### config.mk
export PLATFORM = sky130hd
export DESIGN_NAME = tl_ul_scratch_responder_flat
export DESIGN_NICKNAME = d
export VERILOG_FILES = /design/src/rtl/tl_ul_scratch_responder_if.sv /design/src/rtl/tl_ul_scratch_responder.sv /design/src/flat_wrapper.sv
export SDC_FILE = /design/constraint.sdc
export NUM_CORES = 2
export LEC_CHECK = 0
export CAP_MARGIN = 20
export CORE_MARGIN = 1.5
export CORE_UTILIZATION = 25
export DETAILED_ROUTE_END_ITERATION = 8
export PLACE_DENSITY = 0.35
export SYNTH_ARGS = -nofsm -noshare
export SYNTH_HDL_FRONTEND = slang
export SYNTH_SLANG_ARGS = --single-unit
### constraint.sdc
create_clock -name clock -period 3 [get_ports clock]
set_input_delay 0.75 -clock clock [delete_from_list [all_inputs] [get_ports clock]]
set_output_delay 0.75 -clock clock [all_outputs]
set_load 0.02 [all_outputs]
### src/rtl/tl_ul_scratch_responder_if.sv
// TileLink-UL A/D channel bundle between an initiator (master) and the scratch responder (slave).
interface tl_ul_scratch_responder_if #(
   parameter int ADDR_W = 12,
   parameter int SRC_W  = 4
);
   logic              a_valid;
   logic              a_ready;
   logic [2:0]        a_opcode;
   logic [2:0]        a_size;
   logic [SRC_W-1:0]  a_source;
   logic [ADDR_W-1:0] a_address;
   logic [3:0]        a_mask;
   logic [31:0]       a_data;
   logic              d_valid;
   logic              d_ready;
   logic [2:0]        d_opcode;
   logic [2:0]        d_size;
   logic [SRC_W-1:0]  d_source;
   logic              d_denied;
   logic [31:0]       d_data;

   modport master (
      output a_valid, a_opcode, a_size, a_source, a_address, a_mask, a_data, d_ready,
      input  a_ready, d_valid, d_opcode, d_size, d_source, d_denied, d_data
   );

   modport slave (
      input  a_valid, a_opcode, a_size, a_source, a_address, a_mask, a_data, d_ready,
      output a_ready, d_valid, d_opcode, d_size, d_source, d_denied, d_data
   );
endinterface

### src/rtl/tl_ul_scratch_responder.sv
// TileLink-UL scratch-array responder: access commits at A fire, response on D next cycle via a 2-entry queue.
// a_ready drops only when the queue is full and d_ready is low; TL_SCRATCH_RESP_ASSERT_EN adds simulation checks.
module tl_ul_scratch_responder #(
   parameter int ADDR_W = 12,
   parameter int SRC_W  = 4,
   parameter int DEPTH  = 64
) (
   input logic                      clock,
   input logic                      reset_n,
   tl_ul_scratch_responder_if.slave tl
);
   localparam int IDX_W = $clog2(DEPTH);

   typedef struct packed {
      logic [2:0]       opcode;
      logic [2:0]       size;
      logic [SRC_W-1:0] source;
      logic             denied;
      logic [31:0]      data;
   } rsp_t;

   logic [31:0]      mem [DEPTH];
   rsp_t             q0, q1, rsp_new;
   logic [1:0]       count, wr_slot;
   logic             a_fire, d_fire, is_get, is_put, align_ok, legal;
   logic [3:0]       lanes;
   logic [IDX_W-1:0] word;

   assign a_fire      = tl.a_valid & tl.a_ready;
   assign d_fire      = tl.d_valid & tl.d_ready;
   assign tl.a_ready  = (count != 2'd2) | tl.d_ready;
   assign tl.d_valid  = (count != 2'd0);
   assign tl.d_opcode = q0.opcode;
   assign tl.d_size   = q0.size;
   assign tl.d_source = q0.source;
   assign tl.d_denied = q0.denied;
   assign tl.d_data   = q0.data;
   assign word        = tl.a_address[IDX_W+1:2];
   assign wr_slot     = count - {1'b0, d_fire};

   always_comb begin
      is_get = (tl.a_opcode == 3'd4);
      is_put = (tl.a_opcode == 3'd0) || (tl.a_opcode == 3'd1);
      case (tl.a_size)
         3'd0:    begin lanes = 4'b0001 << tl.a_address[1:0]; align_ok = 1'b1; end
         3'd1:    begin lanes = 4'b0011 << tl.a_address[1:0]; align_ok = !tl.a_address[0]; end
         default: begin lanes = 4'b1111; align_ok = (tl.a_address[1:0] == 2'b00); end
      endcase
      legal = (is_get || is_put) && (tl.a_size <= 3'd2) && align_ok
           && ({2'b00, tl.a_address[ADDR_W-1:2]} < ADDR_W'(DEPTH))
           && (is_get || ((tl.a_mask != 4'h0) && ((tl.a_mask & ~lanes) == 4'h0)));
      rsp_new.opcode = is_get ? 3'd1 : 3'd0;
      rsp_new.size   = tl.a_size;
      rsp_new.source = tl.a_source;
      rsp_new.denied = !legal;
      rsp_new.data   = (legal && is_get) ? mem[word] : 32'h0;
   end

   // Array is deliberately not reset; only lanes named in a_mask are touched.
   always_ff @(posedge clock) begin
      if (a_fire && legal && is_put) begin
         for (int i = 0; i < 4; i++) begin
            if (tl.a_mask[i]) mem[word][8*i +: 8] <= tl.a_data[8*i +: 8];
         end
      end
   end

   always_ff @(posedge clock or negedge reset_n) begin
      if (!reset_n) begin
         count <= 2'd0;
         q0    <= '0;
         q1    <= '0;
      end else begin
         if (d_fire) q0 <= q1;
         if (a_fire) begin
            if (wr_slot == 2'd0) q0 <= rsp_new;
            else                 q1 <= rsp_new;
         end
         count <= count + {1'b0, a_fire} - {1'b0, d_fire};
      end
   end

`ifdef TL_SCRATCH_RESP_ASSERT_EN
`ifndef SYNTHESIS
   logic                      stall_q;
   logic [ADDR_W+SRC_W+41:0]  pay, pay_q;

   assign pay = {tl.a_opcode, tl.a_size, tl.a_source, tl.a_address, tl.a_mask, tl.a_data};

   always @(posedge clock or negedge reset_n) begin
      if (!reset_n) begin
         stall_q <= 1'b0;
         pay_q   <= '0;
      end else begin
         if (stall_q && !tl.a_valid) begin
            $display("tl_ul_scratch_responder: a_valid dropped without A fire");
            $fatal(1, "a_valid protocol violation");
         end
         if (stall_q && tl.a_valid && (pay != pay_q)) begin
            $display("tl_ul_scratch_responder: A payload changed while stalled");
            $fatal(1, "A payload stability violation");
         end
         if (a_fire && !d_fire && (count == 2'd2)) begin
            $display("tl_ul_scratch_responder: response queue overflow");
            $fatal(1, "queue overflow");
         end
         if (d_fire && (count == 2'd0)) begin
            $display("tl_ul_scratch_responder: response queue underflow");
            $fatal(1, "queue underflow");
         end
         stall_q <= tl.a_valid & !tl.a_ready;
         pay_q   <= pay;
      end
   end
`endif
`else
   // Protocol checks compiled out; datapath is identical either way.
`endif
endmodule
### src/flat_wrapper.sv
// flat-port wrapper written by rule: the top's interface ports become plain ports
module tl_ul_scratch_responder_flat 
#(
   parameter int ADDR_W = 12,
   parameter int SRC_W  = 4,
   parameter int DEPTH  = 64
)
  (clock, reset_n, tl_a_valid, tl_a_opcode, tl_a_size, tl_a_source, tl_a_address, tl_a_mask, tl_a_data, tl_d_ready, tl_a_ready, tl_d_valid, tl_d_opcode, tl_d_size, tl_d_source, tl_d_denied, tl_d_data);
  tl_ul_scratch_responder_if #(.ADDR_W(ADDR_W), .SRC_W(SRC_W)) tl_i ();
  input logic clock;
  input logic reset_n;
  input wire logic [$bits(tl_i.a_valid)-1:0] tl_a_valid;
  input wire logic [$bits(tl_i.a_opcode)-1:0] tl_a_opcode;
  input wire logic [$bits(tl_i.a_size)-1:0] tl_a_size;
  input wire logic [$bits(tl_i.a_source)-1:0] tl_a_source;
  input wire logic [$bits(tl_i.a_address)-1:0] tl_a_address;
  input wire logic [$bits(tl_i.a_mask)-1:0] tl_a_mask;
  input wire logic [$bits(tl_i.a_data)-1:0] tl_a_data;
  input wire logic [$bits(tl_i.d_ready)-1:0] tl_d_ready;
  output wire logic [$bits(tl_i.a_ready)-1:0] tl_a_ready;
  output wire logic [$bits(tl_i.d_valid)-1:0] tl_d_valid;
  output wire logic [$bits(tl_i.d_opcode)-1:0] tl_d_opcode;
  output wire logic [$bits(tl_i.d_size)-1:0] tl_d_size;
  output wire logic [$bits(tl_i.d_source)-1:0] tl_d_source;
  output wire logic [$bits(tl_i.d_denied)-1:0] tl_d_denied;
  output wire logic [$bits(tl_i.d_data)-1:0] tl_d_data;
  assign tl_i.a_valid = tl_a_valid;
  assign tl_i.a_opcode = tl_a_opcode;
  assign tl_i.a_size = tl_a_size;
  assign tl_i.a_source = tl_a_source;
  assign tl_i.a_address = tl_a_address;
  assign tl_i.a_mask = tl_a_mask;
  assign tl_i.a_data = tl_a_data;
  assign tl_i.d_ready = tl_d_ready;
  assign tl_a_ready = tl_i.a_ready;
  assign tl_d_valid = tl_i.d_valid;
  assign tl_d_opcode = tl_i.d_opcode;
  assign tl_d_size = tl_i.d_size;
  assign tl_d_source = tl_i.d_source;
  assign tl_d_denied = tl_i.d_denied;
  assign tl_d_data = tl_i.d_data;
  tl_ul_scratch_responder #(.ADDR_W(ADDR_W), .SRC_W(SRC_W), .DEPTH(DEPTH)) u_core (.clock(clock), .reset_n(reset_n), .tl(tl_i));
endmodule
==> qor.yml <==
worst_setup_path:
  reg2regPathDepth: 9
  r2r_slack_ns: 0.38
  cp-start-kind: "input pin"
  cp-end-kind: "flop"
  cp_common_cell: "buf_4"
  slowest_stage: "nor4_1"
  max_stage_delay_ns: 0.66
  r2r-end: "u_core.tl.d_data[30]"
  crit_family: "simple AND/OR/NAND/NOR gates"
  reg2reg_from: "u_core.mem[16][30]"
  worstPathCellList: "clkdlybuf4s50_1, buf_4, o21a_1, o22a_1, or3_2, buf_4, nor4_1, nand4_1, o21ai_0"
  path_buf_inv: 3
  critPathKind: "input pin to flop"
  cp_max_fo: 8
  crit_required_ns: 3.83
  crit_arrival_ns: 3.89
floorplanning:
  coreArea_sq_um: 337000
  num_rows: 213
  die_h_um: 585
  dieArea_sq_um: 342000
  die_x_um: 585
  start_util_pct: 25.1
  io_pins: 107
sta:
  max_freq_mhz: 327
  hold_ws_ns: 0.183
  slew_headroom_pct: 34.5
  clock_skew_ns: 0.0843
  fin_crit_sh_pct: 102
  post-route-min-period_ns: 3.06
  rsz0062_at_grt: "false"
  setup_violations: 2
  fin_ws_ns: -0.0582
  drv_slew: 0
  finalHoldViolCount: 0
  worst_pin_slew_ns: 0.983
finish:
  nFillCells: 32898
  nNetsFinal: 6070
  area_growth_pct: 28.2
  multi_input_area_sq_um: 19300
  drive_gt1_share_pct: 31.8
  ff_latch_area_sq_um: 63700
  final_util_pct: 32.2
clocking:
  clk_pin_slew_worst_paths_ns: 0.06
  post_cts_buffers: 0
  cts_sinks: 2134
  cts_tree: "done"
  insertion_delay_ns: 0.94
  clock_path_buffers: 4
  cts-buffers-inserted: 241
  cts-root-buf: "clkbuf_16"
  cts.htree.levels: 4
power_and_ir_drop:
  pwr_density_cell_nw_per_um2: 637
  max-vdd-ir-drop_mv: 0.480
  leakage_nw: 36.6
global_routing:
  grt_pass1_wl_um: 466000
  gr-total-overflow: 0
  grt_pass1_vias: 52698
  antenna_found_initial: 34
  grt_max_degree: 65
  grt_use_total_pct: 19.7
routing:
  drt_wl_total_um: 343000
  wl_per_cell_um: 32.0
  first_pass_iters: 6
  drc_errors: 0
  drtIter0Drc: 4725
  vias: 51885
  routed_via_density: 4.84
  drtAntennaViolNets: 0
logic_synthesis:
  synth-simple-area-share_pct: 4.87
  synthFlopType: "edfxtp_1"
  synth_area_leader_cell: "edfxtp_1"
  syn_nets: 4940
  yosys.area_share.xor_xnor_pct: 0.0207
  async_reset_ff_share_pct: 4.03
  yosysWarnings: 0
  ys_ff_latch: 2134
  synth_top_cell_area_share_pct: 72.6
  synth-seq-area-share_pct: 75.1
  synth-edff-count: 2048
  synth.lib_cells_used.distinct: 74
  syn_area_sq_um: 84700
  avgSynthCellArea_sq_um: 17.4
  synthAdderAreaFrac_pct: 0.0295
  post_synth_inst_count: 4876
  synth_top_family_by_area: "multiplexers"
  synth_area_leaders: "edfxtp_1, mux4_2, mux2i_1"
  synth_compound_area_share_pct: 7.38
  muxShareOfSynthArea_pct: 10.1
run_status:
  outcome: "finished, violations left"
  failed_checks: "negative setup slack"
hold_path:
  whs_path_depth: 1
  min_path_type: "input pin to flop"
  hold_path_startpoint: "tl_a_data[26]"
  hold-path-endpoint: "u_core.mem[37][26]"
place:
  post-dp-hpwl_um: 234000
  portBuffers: 106
  gp_congestion: 0.825
  pre_cts_ws_ns: -1.35
run:
  maxCapViolations: 0
per-layer routing:
metal	global-route usage, %	routed length (um)
met5	0	85
met2	32.3	162000
met4	4.23	7610
met1	27.7	157000
met3	2.58	16500
kinds of logic (layout without fill, tap and decap cells):
logic type	Yosys count	count (layout)
AO/OA/AOI/OAI	878	878
XOR/XNOR	2	2
adder cells (fa/ha/maj)	2	2
buffers and inverters	388	1711
flip-flops	2134	2134
multiplexers	634	634
other	0	15
AND/OR/NAND/NOR	838	838
sequential cells by signal, summed over array words and instances (netlist names):
| name | cells |
|---|---|
| u_core.count | 2 |
| u_core.tl.d_source | 4 |
| u_core.mem | 2048 |
| u_core.tl.d_size | 3 |
| u_core.q1 | 41 |
| u_core.tl.d_denied | 1 |
| u_core.tl.d_opcode | 3 |
| u_core.tl.d_data | 32 |
synthesized netlist by cell type (7+ instances only):
| cell | instances |
|---|---|
| nor3b_1 | 11 |
| o21a_1 | 9 |
| o221ai_1 | 136 |
| mux2i_1 | 284 |
| mux4_2 | 157 |
| nor3_1 | 271 |
| nor2b_1 | 43 |
| a222oi_1 | 10 |
| nand2b_1 | 13 |
| buf_6 | 28 |
| a31oi_1 | 9 |
| buf_2 | 96 |
| nand3_1 | 27 |
| a22o_1 | 11 |
| o21ai_0 | 79 |
| o211ai_1 | 21 |
| nand3b_1 | 20 |
| a22oi_1 | 103 |
| edfxtp_1 | 2048 |
| o21ai_1 | 14 |
| inv_1 | 7 |
| o22ai_1 | 191 |
| or3b_2 | 18 |
| or3_1 | 19 |
| buf_1 | 49 |
| o22a_1 | 15 |
| a221oi_1 | 34 |
| a21oi_1 | 115 |
| nand4_1 | 8 |
| a211oi_1 | 26 |
| mux2_2 | 191 |
| nor4_1 | 15 |
| nor2_1 | 122 |
| a21o_1 | 10 |
| a2bb2oi_1 | 24 |
| a221o_1 | 14 |
| o31ai_1 | 15 |
| clkbuf_1 | 130 |
| and3_1 | 21 |
| buf_4 | 73 |
| dfrtp_1 | 86 |
| nand2_1 | 223 |
power by group:
group,total (mW),switching [mW],internal (mW)
clock,29.9,12.5,17.4
sequential,33.0,0.195,32.8
combinational,6.20,3.89,2.31
total,69.1,16.5,52.6
placed cells by master (no fill, tap or decap), types with 18 or more instances in the layout:
| master | synthesis | routed |
|---|---|---|
| edfxtp_1 | 2048 | 2048 |
| buf_4 | 73 | 961 |
| mux2i_1 | 284 | 284 |
| nor3_1 | 271 | 264 |
| clkbuf_16 | 0 | 242 |
| nand2_1 | 223 | 206 |
| buf_12 | 0 | 198 |
| mux2_2 | 191 | 191 |
| o22ai_1 | 191 | 191 |
| mux4_2 | 157 | 157 |
| o221ai_1 | 136 | 136 |
| nor2_1 | 122 | 117 |
| a21oi_1 | 115 | 115 |
| a22oi_1 | 103 | 103 |
| o21ai_0 | 79 | 77 |
| dfrtp_1 | 86 | 77 |
| clkdlybuf4s50_1 | 0 | 68 |
| clkinv_1 | 1 | 59 |
| clkbuf_1 | 130 | 46 |
| nor2b_1 | 43 | 39 |
| clkinv_2 | 0 | 38 |
| a221oi_1 | 34 | 34 |
| buf_2 | 96 | 32 |
| bufinv_16 | 0 | 31 |
| a211oi_1 | 26 | 25 |
| a2bb2oi_1 | 24 | 24 |
| o211ai_1 | 21 | 21 |
| and3_1 | 21 | 20 |
| nand3b_1 | 20 | 20 |
| nand3_1 | 27 | 20 |
| or3b_2 | 18 | 18 |
| or3_1 | 19 | 18 |
metrics by stage:
step | setup TNS [ns] | std cells | power (mW) | instance area [sq um]
after floorplan | -582.70 | 4876 | 35.9 | 84700
after global placement | -1709.64 | 10277 | 39.9 | 101000
after detailed placement | -1567.18 | 10277 | 39.9 | 101000
after CTS | 0 | 10714 | 69.9 | 109000
after global routing | 0 | 10716 | 71.1 | 109000
final | -0.0931 | 10729 | 69.1 | 109000
final cells by class:
class,count,area share [%]
multi-input combinational,2354,17.8
sequential,2134,58.6
timing repair buffer,1265,11.1
clock inverter,144,1.39
inverter,10,0.0484
clock buffer,292,5.79
tap,4515,5.20
antenna,15,0.0346
worst max path at each step:
stage / startpoint / to / depth (start not counted)
after floorplan: tl_a_address[1] / u_core.mem[5][0] / 7
after global placement: tl_a_address[10] / u_core.tl.d_data[16] / 9
after detailed placement: tl_a_address[10] / u_core.tl.d_data[16] / 9
after CTS: u_core.count[1] / tl_a_ready / 2
after global routing: tl_a_address[1] / u_core.mem[37][18] / 11
final: tl_a_address[1] / u_core.q1[27] / 9
timing repair:
| action | CTS | global route |
|---|---|---|
| hold endpoints to repair | 20 | 0 |
| endpoints found under the setup margin | 31 | 294 |
| hold buffers | 1 | 0 |
| gates resized for setup | 15 | 7 |
Power figures use the tool's default switching activity.
